**src/rtl/ahb_rr_arbiter_if.sv**
```systemverilog
// Bus bundle between NUM_MST AHB masters, the round-robin arbiter and the
// AHB-to-APB bridge slave port.
// Ports: Hbusreq, Haddr_m, Htrans_m, Hwrite_m, Hwdata_m (master side),
//        Hready_in (bridge), Hgrant, Hmaster, Hmaster_d, Haddr, Htrans,
//        Hwrite, Hwdata (arbiter outputs).
// Optional: ARB_LOCK_EN adds Hlock_m.
interface ahb_rr_arbiter_if #(
    parameter int NUM_MST = 4,
    parameter int ADDR_W  = 32,
    parameter int DATA_W  = 32
);
    localparam int MW = $clog2(NUM_MST);

    logic [NUM_MST-1:0]        Hbusreq;
    logic [NUM_MST*ADDR_W-1:0] Haddr_m;
    logic [NUM_MST*2-1:0]      Htrans_m;
    logic [NUM_MST-1:0]        Hwrite_m;
    logic [NUM_MST*DATA_W-1:0] Hwdata_m;
    logic                      Hready_in;
`ifdef ARB_LOCK_EN
    logic [NUM_MST-1:0]        Hlock_m;
`endif
    logic [NUM_MST-1:0]        Hgrant;
    logic [MW-1:0]             Hmaster;
    logic [MW-1:0]             Hmaster_d;
    logic [ADDR_W-1:0]         Haddr;
    logic [1:0]                Htrans;
    logic                      Hwrite;
    logic [DATA_W-1:0]         Hwdata;

    modport slave (
`ifdef ARB_LOCK_EN
        input  Hlock_m,
`endif
        input  Hbusreq, Haddr_m, Htrans_m, Hwrite_m, Hwdata_m, Hready_in,
        output Hgrant, Hmaster, Hmaster_d, Haddr, Htrans, Hwrite, Hwdata
    );

    modport master (
`ifdef ARB_LOCK_EN
        output Hlock_m,
`endif
        output Hbusreq, Haddr_m, Htrans_m, Hwrite_m, Hwdata_m, Hready_in,
        input  Hgrant, Hmaster, Hmaster_d, Haddr, Htrans, Hwrite, Hwdata
    );
endinterface

```
**src/rtl/ahb_rr_arbiter.sv**
```systemverilog
// Round-robin AHB arbiter and address/write-data mux in front of the single
// AHB-to-APB bridge slave port.
// Ports: Hclk, Hresetn (async active-low), bus (ahb_rr_arbiter_if.slave).
// Macro ARB_LOCK_EN: owner's Hlock_m suppresses re-arbitration.
module ahb_rr_arbiter #(
    parameter int NUM_MST  = 4,
    parameter int ADDR_W   = 32,
    parameter int DATA_W   = 32,
    parameter int MAX_HOLD = 8
) (
    input  logic              Hclk,
    input  logic              Hresetn,
    ahb_rr_arbiter_if.slave   bus
);
    localparam int MW = $clog2(NUM_MST);
    localparam int HW = (MAX_HOLD > 1) ? $clog2(MAX_HOLD) : 1;
    localparam logic [HW-1:0] HOLD_MAX = HW'(MAX_HOLD - 1);

    typedef enum logic {ST_PARK, ST_OWN} state_t;

    state_t          r_state, w_state_nxt;
    logic [MW-1:0]   r_master, w_master_nxt;
    logic [MW-1:0]   r_master_d;
    logic [HW-1:0]   r_hold, w_hold_nxt;

    logic [NUM_MST-1:0] w_own_oh;
    logic [1:0]         w_htrans;
    logic               w_accept;
    logic               w_others;
    logic               w_own_req;
    logic               w_lock;
    logic               w_rearb;
    logic               w_found;
    logic [MW-1:0]      w_pick;

    assign w_own_oh  = NUM_MST'(1) << r_master;
    assign w_htrans  = (r_state == ST_OWN) ?
                       bus.Htrans_m[int'(r_master)*2 +: 2] : 2'b00;
    assign w_accept  = bus.Hready_in & w_htrans[1];
    assign w_others  = |(bus.Hbusreq & ~w_own_oh);
    assign w_own_req = bus.Hbusreq[r_master];

`ifdef ARB_LOCK_EN
    assign w_lock = (r_state == ST_OWN) & bus.Hlock_m[r_master];
`else
    assign w_lock = 1'b0;
`endif

    // Owner gave up the bus, or used its quota while someone else waits.
    assign w_rearb = ~w_lock &
                     (~w_own_req |
                      ((r_hold == HOLD_MAX) & w_accept & w_others));

    // Rotating search starting just after the current owner; the owner
    // itself is visited last.
    always_comb begin
        w_found = 1'b0;
        w_pick  = r_master;
        for (int k = 1; k <= NUM_MST; k++) begin
            if (!w_found &&
                bus.Hbusreq[(int'(r_master) + k) % NUM_MST]) begin
                w_found = 1'b1;
                w_pick  = MW'((int'(r_master) + k) % NUM_MST);
            end
        end
    end

    always_comb begin
        w_state_nxt  = r_state;
        w_master_nxt = r_master;
        w_hold_nxt   = r_hold;
        if (w_rearb) begin
            if (w_found) begin
                w_state_nxt  = ST_OWN;
                w_master_nxt = w_pick;
            end else begin
                w_state_nxt  = ST_PARK;
            end
        end else begin
            w_state_nxt = ST_OWN;
        end
        if (w_state_nxt == ST_PARK || w_master_nxt != r_master)
            w_hold_nxt = '0;
        else if (w_accept && r_hold != HOLD_MAX)
            w_hold_nxt = r_hold + 1'b1;
    end

    always_ff @(posedge Hclk or negedge Hresetn) begin
        if (!Hresetn) begin
            r_state    <= ST_PARK;
            r_master   <= '0;
            r_master_d <= '0;
            r_hold     <= '0;
        end else if (bus.Hready_in) begin
            r_state    <= w_state_nxt;
            r_master   <= w_master_nxt;
            r_master_d <= r_master;
            r_hold     <= w_hold_nxt;
        end
    end

    assign bus.Hgrant    = w_own_oh;
    assign bus.Hmaster   = r_master;
    assign bus.Hmaster_d = r_master_d;
    assign bus.Htrans    = w_htrans;
    assign bus.Haddr     = bus.Haddr_m[int'(r_master)*ADDR_W +: ADDR_W];
    assign bus.Hwrite    = bus.Hwrite_m[r_master];
    assign bus.Hwdata    = bus.Hwdata_m[int'(r_master_d)*DATA_W +: DATA_W];
endmodule

```
**src/flat_wrapper.sv**
```systemverilog
// flat-port wrapper written by rule: the top's interface ports become plain ports
module ahb_rr_arbiter_flat 
#(
    parameter int NUM_MST  = 4,
    parameter int ADDR_W   = 32,
    parameter int DATA_W   = 32,
    parameter int MAX_HOLD = 8
)
  (Hclk, Hresetn, bus_Hbusreq, bus_Haddr_m, bus_Htrans_m, bus_Hwrite_m, bus_Hwdata_m, bus_Hready_in, bus_Hgrant, bus_Hmaster, bus_Hmaster_d, bus_Haddr, bus_Htrans, bus_Hwrite, bus_Hwdata);
  ahb_rr_arbiter_if #(.NUM_MST(NUM_MST), .ADDR_W(ADDR_W), .DATA_W(DATA_W)) bus_i ();
  input  logic Hclk;
  input  logic Hresetn;
  input wire logic [$bits(bus_i.Hbusreq)-1:0] bus_Hbusreq;
  input wire logic [$bits(bus_i.Haddr_m)-1:0] bus_Haddr_m;
  input wire logic [$bits(bus_i.Htrans_m)-1:0] bus_Htrans_m;
  input wire logic [$bits(bus_i.Hwrite_m)-1:0] bus_Hwrite_m;
  input wire logic [$bits(bus_i.Hwdata_m)-1:0] bus_Hwdata_m;
  input wire logic [$bits(bus_i.Hready_in)-1:0] bus_Hready_in;
  output wire logic [$bits(bus_i.Hgrant)-1:0] bus_Hgrant;
  output wire logic [$bits(bus_i.Hmaster)-1:0] bus_Hmaster;
  output wire logic [$bits(bus_i.Hmaster_d)-1:0] bus_Hmaster_d;
  output wire logic [$bits(bus_i.Haddr)-1:0] bus_Haddr;
  output wire logic [$bits(bus_i.Htrans)-1:0] bus_Htrans;
  output wire logic [$bits(bus_i.Hwrite)-1:0] bus_Hwrite;
  output wire logic [$bits(bus_i.Hwdata)-1:0] bus_Hwdata;
  assign bus_i.Hbusreq = bus_Hbusreq;
  assign bus_i.Haddr_m = bus_Haddr_m;
  assign bus_i.Htrans_m = bus_Htrans_m;
  assign bus_i.Hwrite_m = bus_Hwrite_m;
  assign bus_i.Hwdata_m = bus_Hwdata_m;
  assign bus_i.Hready_in = bus_Hready_in;
  assign bus_Hgrant = bus_i.Hgrant;
  assign bus_Hmaster = bus_i.Hmaster;
  assign bus_Hmaster_d = bus_i.Hmaster_d;
  assign bus_Haddr = bus_i.Haddr;
  assign bus_Htrans = bus_i.Htrans;
  assign bus_Hwrite = bus_i.Hwrite;
  assign bus_Hwdata = bus_i.Hwdata;
  ahb_rr_arbiter #(.NUM_MST(NUM_MST), .ADDR_W(ADDR_W), .DATA_W(DATA_W), .MAX_HOLD(MAX_HOLD)) u_core (.Hclk(Hclk), .Hresetn(Hresetn), .bus(bus_i));
endmodule
```
**config.mk**
```make
export PLATFORM = sky130hd
export DESIGN_NAME = ahb_rr_arbiter_flat
export DESIGN_NICKNAME = d
export VERILOG_FILES = /design/src/rtl/ahb_rr_arbiter_if.sv /design/src/rtl/ahb_rr_arbiter.sv /design/src/flat_wrapper.sv
export SDC_FILE = /design/constraint.sdc
export NUM_CORES = 1
export LEC_CHECK = 0
export CORE_AREA = 5 5 134 136
export CTS_CLUSTER_DIAMETER = 50
export DETAILED_ROUTE_END_ITERATION = 16
export DIE_AREA = 0 0 139 141
export GPL_ROUTABILITY_DRIVEN = 0
export GPL_TIMING_DRIVEN = 0
export PLACE_DENSITY = 0.64
export SLEW_MARGIN = 10
export SYNTH_ARGS = -nofsm -noshare
export SYNTH_HDL_FRONTEND = slang
export SYNTH_SLANG_ARGS = --single-unit
```
**constraint.sdc**
```tcl
create_clock -name Hclk -period 6.5 [get_ports Hclk]
set_clock_uncertainty 0.1 [all_clocks]
set_input_delay 0.65 -clock Hclk [delete_from_list [all_inputs] [get_ports Hclk]]
set_output_delay 0.65 -clock Hclk [all_outputs]
set_load 0.02 [all_outputs]
```
Yosys cells after proc, flatten, opt, wreduce, memory -nomap -nowiden. Index checks and enable logic that the tools add are counted.

Flip-flop bits (word level): 8. Bits of input ports: 275. Output and inout bits: 75. Logic and storage cells: 79.

Add/subtract/negate cells: 5. Magnitude comparators: 5. Eq/ne operators: 3. Shift operators: 4. Multiplexer cells: 31. Bitwise logic cells: 12. Reduce and logical (&&, ||, !) cells: 15.

Operators with widths (count): $shiftx 128x8->32 (2); $lt 3x4->1 const B (4); $mux 1 (16); $mux 2 (7); $bmux 1 s2 (6); $reduce_or 2->1 (4); $shiftx 8x4->2 (1); $mux 3 (2); $add 2x1->2 const B (2); $add 2x2->2 const B (2); $and 1x1->1 const A (4); $and 4x4->4 (1); $logic_and 1x1->1 (4); $not 4->4 (1); $reduce_or 4->1 (1); $shl 1x2->4 const A (1); $add 3x1->3 const B (1); $and 1x1->1 (3); $eq 3x3->1 const B (1); $logic_not 1->1 (3); $lt 2x3->1 const B (1); $ne 3x3->1 const B (1); $ne 2x2->1 (1); $not 1->1 (2); 4 further kinds (4).

Depth between registers and ports, before layout.
Depth in word-level cells: 22. Mapped depth: 10. Gate-level depth less buffers: 7.

Worst setup path after synthesis. OpenSTA, ideal clock, no wires.

Kind: reg2reg. Start: register u_core.r_master[0] (netlist: u_core.bus.Hmaster[0]). End: register u_core.r_hold[0]. Library setup time: 65 ps. Arrival: 2909 ps. Required time: 6335 ps. Slack: 3427 ps. Cell stages (with the launch flop): 10. Path buffers: 3. Clock period less this slack: 3073 ps. Cells stage by stage: dfrtp_1 -> buf_6 -> buf_2 -> buf_2 -> inv_1 -> ha_1 -> mux4_2 -> or3_4 -> a21oi_2 -> mux2_2.

Longest elaborated chain between the ends: 20. Elaborated cells on any way between the ends: 54. Those cells by class: add/sub (4); eq/ne (1); shift (2); mux (28); bitwise (8); reduce/logical (11).

RTL lines: start: declaration (RTL line ahb_rr_arbiter.sv:22) `logic [MW-1:0] r_master, w_master_nxt;`; start signal: assignment (RTL line ahb_rr_arbiter.sv:96) `r_master <= w_master_nxt;`; $add 2x1->2 (RTL line ahb_rr_arbiter.sv:61, ahb_rr_arbiter.sv:63); $bmux 1 s2 (RTL line ahb_rr_arbiter.sv:61) `bus.Hbusreq[(int'(r_master) + k) % NUM_MST]) begin`; $mux 1 (not written as such) (2 in series) (RTL line ahb_rr_arbiter.sv:61); $mux 1 (RTL line ahb_rr_arbiter.sv:60) `if (!w_found &&`; $logic_not 1->1 (RTL line ahb_rr_arbiter.sv:60); $logic_and 1x1->1 (RTL line ahb_rr_arbiter.sv:60); $mux 1 (RTL line ahb_rr_arbiter.sv:60); $logic_not 1->1 (RTL line ahb_rr_arbiter.sv:60); [... 3 more ...]; $logic_and 1x1->1 (RTL line ahb_rr_arbiter.sv:60); $mux 2 or $mux 1 (tied branches) (RTL line ahb_rr_arbiter.sv:60); $mux 2 or $mux 1 (tied branches) (RTL line ahb_rr_arbiter.sv:73) `if (w_found) begin`; $mux 2 or $mux 1 (tied branches) (RTL line ahb_rr_arbiter.sv:72) `if (w_rearb) begin`; $ne 2x2->1 or $not 1->1 (tied branches) (RTL line ahb_rr_arbiter.sv:82) `if (w_state_nxt == ST_PARK || w_master_nxt != r_master)`; $logic_or 1x1->1 (RTL line ahb_rr_arbiter.sv:82); $reduce_bool 2->1 (no source line); $reduce_and 2->1 (no source line); end signal: assignment (RTL line ahb_rr_arbiter.sv:98) `r_hold <= w_hold_nxt;`; end: declaration (RTL line ahb_rr_arbiter.sv:24) `logic [HW-1:0] r_hold, w_hold_nxt;`.

Parallel ways exist; a longest one is shown, timed or not. The select of a mux whose other input is x is not followed. A chain may end at the register's enable or synchronous reset.

Worst setup path after layout.
Start: register u_core.r_master[1] (netlist: u_core.bus.Hmaster[1]). End: output port bus_Haddr[12].

Longest elaborated chain between the ends: 1.

RTL lines: $shiftx 128x8->32 (RTL line ahb_rr_arbiter.sv:106) `assign bus.Haddr = bus.Haddr_m[int'(r_master)*ADDR_W +: ADDR_W];`; end: declaration (RTL line flat_wrapper.sv:22) `output wire logic [$bits(bus_i.Haddr)-1:0] bus_Haddr;`.

Every way passes these cells.

==> run summary <==
Status: finished, final reports clean
Synth Warn #: 0
Die area: 19600 sq um
Layout area overhead: 170%
Cts hold-fix bufs: 0
ANT nets after route: 0
CTS Buf Count: 3
Largest net degree at the start of global routing: 11
Number of distinct library cells after synthesis: 31
Nets@finish: 783
Post-DP Area: 6040 sq um
Slowest stage cell, crit path: buf_1
Register area share after synthesis: 0.0885
Rel. slew slack: 0.521
Static Leak: 0.00218 uW
Most frequent cell after synthesis: mux4_2
Drt pass-1 iters: 4
Max FO, Critical Path: 10
First-pass GRT wire length: 24000 um
Met1 Use GR: 0.175
Postcts setup bufs: 0
CTS tree: done
Grt ovf: 0
Reg2reg setup slack: 3110 ps
Hold Crit Class: reg2reg
Post-route cell area: 6110 sq um
Post-synth ARST share: 1.00
Post-Route Setup TNS: 0 ps
Clk sinks: 8
H-tree levels: 1
CP cell instances: clkbuf_1, buf_1, mux4_2, clkdlybuf4s50_1
Final hold violation count: 0
Clock-pin slew on the worst setup and hold paths: 40 ps
Startpoint types: flip-flop
Cells after Synth: 148
Pwr dens: 356 nW/um^2
Post-synth EDFFs: 0
Slew @ Worst Pin: 718 ps
Synth Register Bits: 8
R2R cell count: 9
Routed vias/inst: 4.37
Post-Syn Area: 2260 sq um
Wire length per cell: 22.6 um
Core area: 16800 sq um
Antenna cells: 0
Clk buf depth: 2
DR iter-0 viols: 88
# DRC: 0
Worst reg2reg endpoint: u_core.r_hold[1]
Synth area leader: mux4_2
Port bufs: 349
Synth cell count leaders: mux4_2 (70), clkbuf_1 (8), dfrtp_1 (8)
Sink of the worst hold path: u_core.r_hold[2]
Drt total wl: 16400 um
Critical path class: reg2out
Dominant cells by area after synthesis: mux4_2 (70%), dfrtp_1 (8.9%), ha_1 (3.3%)
Antenna violations before repair: 0
Top_reg_cell synth: dfrtp_1
Endpoint class of the critical path: primary output
Final period util: 0.568
Final core occ: 0.363
Worst vdd ir: 0.198 mV
Grt met2 use: 0.317
Tmin final: 3690 ps
Rows: 48
Crit path DAT: 2940 ps
CTS-repair resized insts: 0
Max_cap viols: 0
# setup viols final: 0
Vias in the first global route: 3897
Worst hold path startpoint: u_core.r_hold[2]
Slew Limit Fails: 0
Yosys top cell area share: 0.697
Met3 Use GR: 0.0393
Hold path depth: 1
Mean Syn Cell Area: 15.3 sq um
Io pins: 350
Fmax: 0.271 GHz
Initial Utilization: 0.134
Origin of the critical flop-to-flop path: u_core.bus.Hmaster[0]
Critical path required time: 5750 ps
Smallest hold slack: 413 ps
Vias post-DR: 3168
Die Y-Extent: 141 um
Total GRT Usage: 0.158
Unrepaired setup endpoints after global routing: false
Max incr delay on CP: 620 ps
Synth Net Count: 429
Share of cells above drive strength 1: 0.176
CTS root buf: clkbuf_16
Die Width: 139 um
Busiest grt layer: met2
Skew-Pair Late Insertion Delay: 230 ps
Post-DP HPWL: 15100 um
[critical path, delay by kind of cell (launching register included)]
| kind | cells | cell delay, ps |
|---|---|---|
| flops | 1 | 540 |
| mux | 1 | 460 |
| buf+inv | 3 | 1710 |
[cell usage in the layout, fill, tap and decap left out, types with 2 or more instances in the layout]
cell	n
a21oi_1	3
a22o_1	2
buf_2	7
clkbuf_1	8
clkbuf_16	3
clkdlybuf4s50_1	349
dfrtp_1	8
ha_1	6
inv_1	6
mux2_2	4
mux4_2	70
nand2_1	4
nand2b_1	3
nand3_1	2
nor2_1	5
nor3_1	2
o21ai_0	2
[how the worst max path moves through the flow]
stage / endpoint / slack, ps / from / cells past startpoint
after floorplan: u_core.r_hold[0] / 3430 / u_core.bus.Hmaster[0] / 9
after global placement: bus_Haddr[12] / 3000 / u_core.bus.Hmaster[1] / 4
after detailed placement: bus_Haddr[12] / 3010 / u_core.bus.Hmaster[1] / 4
after CTS: bus_Haddr[12] / 2740 / u_core.bus.Hmaster[1] / 4
after global routing: bus_Haddr[29] / 2680 / u_core.bus.Hmaster[1] / 4
final: bus_Haddr[12] / 2810 / u_core.bus.Hmaster[1] / 4
[sequential cells by signal, indices dropped and copies added, names as in the netlist]
name	cells
u_core.bus.Hmaster_d	2
u_core.r_state	1
u_core.r_hold	3
u_core.bus.Hmaster	2
[routing by layer]
layer  up-vias  wire (um)
met5         -          0
met4         0         68
met2       227       8930
met1      1552       5990
met3         4       1390
li1       1385          -
[cells by family after synthesis]
| group | Yosys count | synth area share |
|---|---|---|
| compound gates | 15 | 0.0542 |
| xor+xnor | 1 | 0.00387 |
| fa+ha+maj | 6 | 0.0332 |
| buf+inv | 23 | 0.0454 |
| flops | 8 | 0.0885 |
| mux | 75 | 0.729 |
| simple gates | 20 | 0.0459 |
[layout make-up]
type	instances	area [sq um]
Fill cell	1627	10700
Timing Repair Buffer	349	3490
Sequential cell	8	200
Multi-Input combinational cell	117	1960
Clock buffer	3	75.1
Inverter	6	22.5
Buffer	17	80.1
Tap cell	225	282
[metrics by stage]
stage | setup slack (ps) | total power [uW] | instances
2_1_floorplan | 3430 | 1220 | 148
3_3_place_gp | 3000 | 2080 | 722
3_5_place_dp | 3010 | 2100 | 722
4_1_cts | 2740 | 2210 | 725
5_1_grt | 2680 | 2310 | 725
6_report | 2810 | 2180 | 725
[power breakdown]
part           leakage (uW)  switching (uW)  total [uW]  internal (uW)
sequential        0.0000978            28.0        97.7           69.7
combinational       0.00204             907        1970           1070
clock             0.0000370            24.3         104           79.4
total               0.00218             960        2180           1220
(Power assumes the default switching activity.)
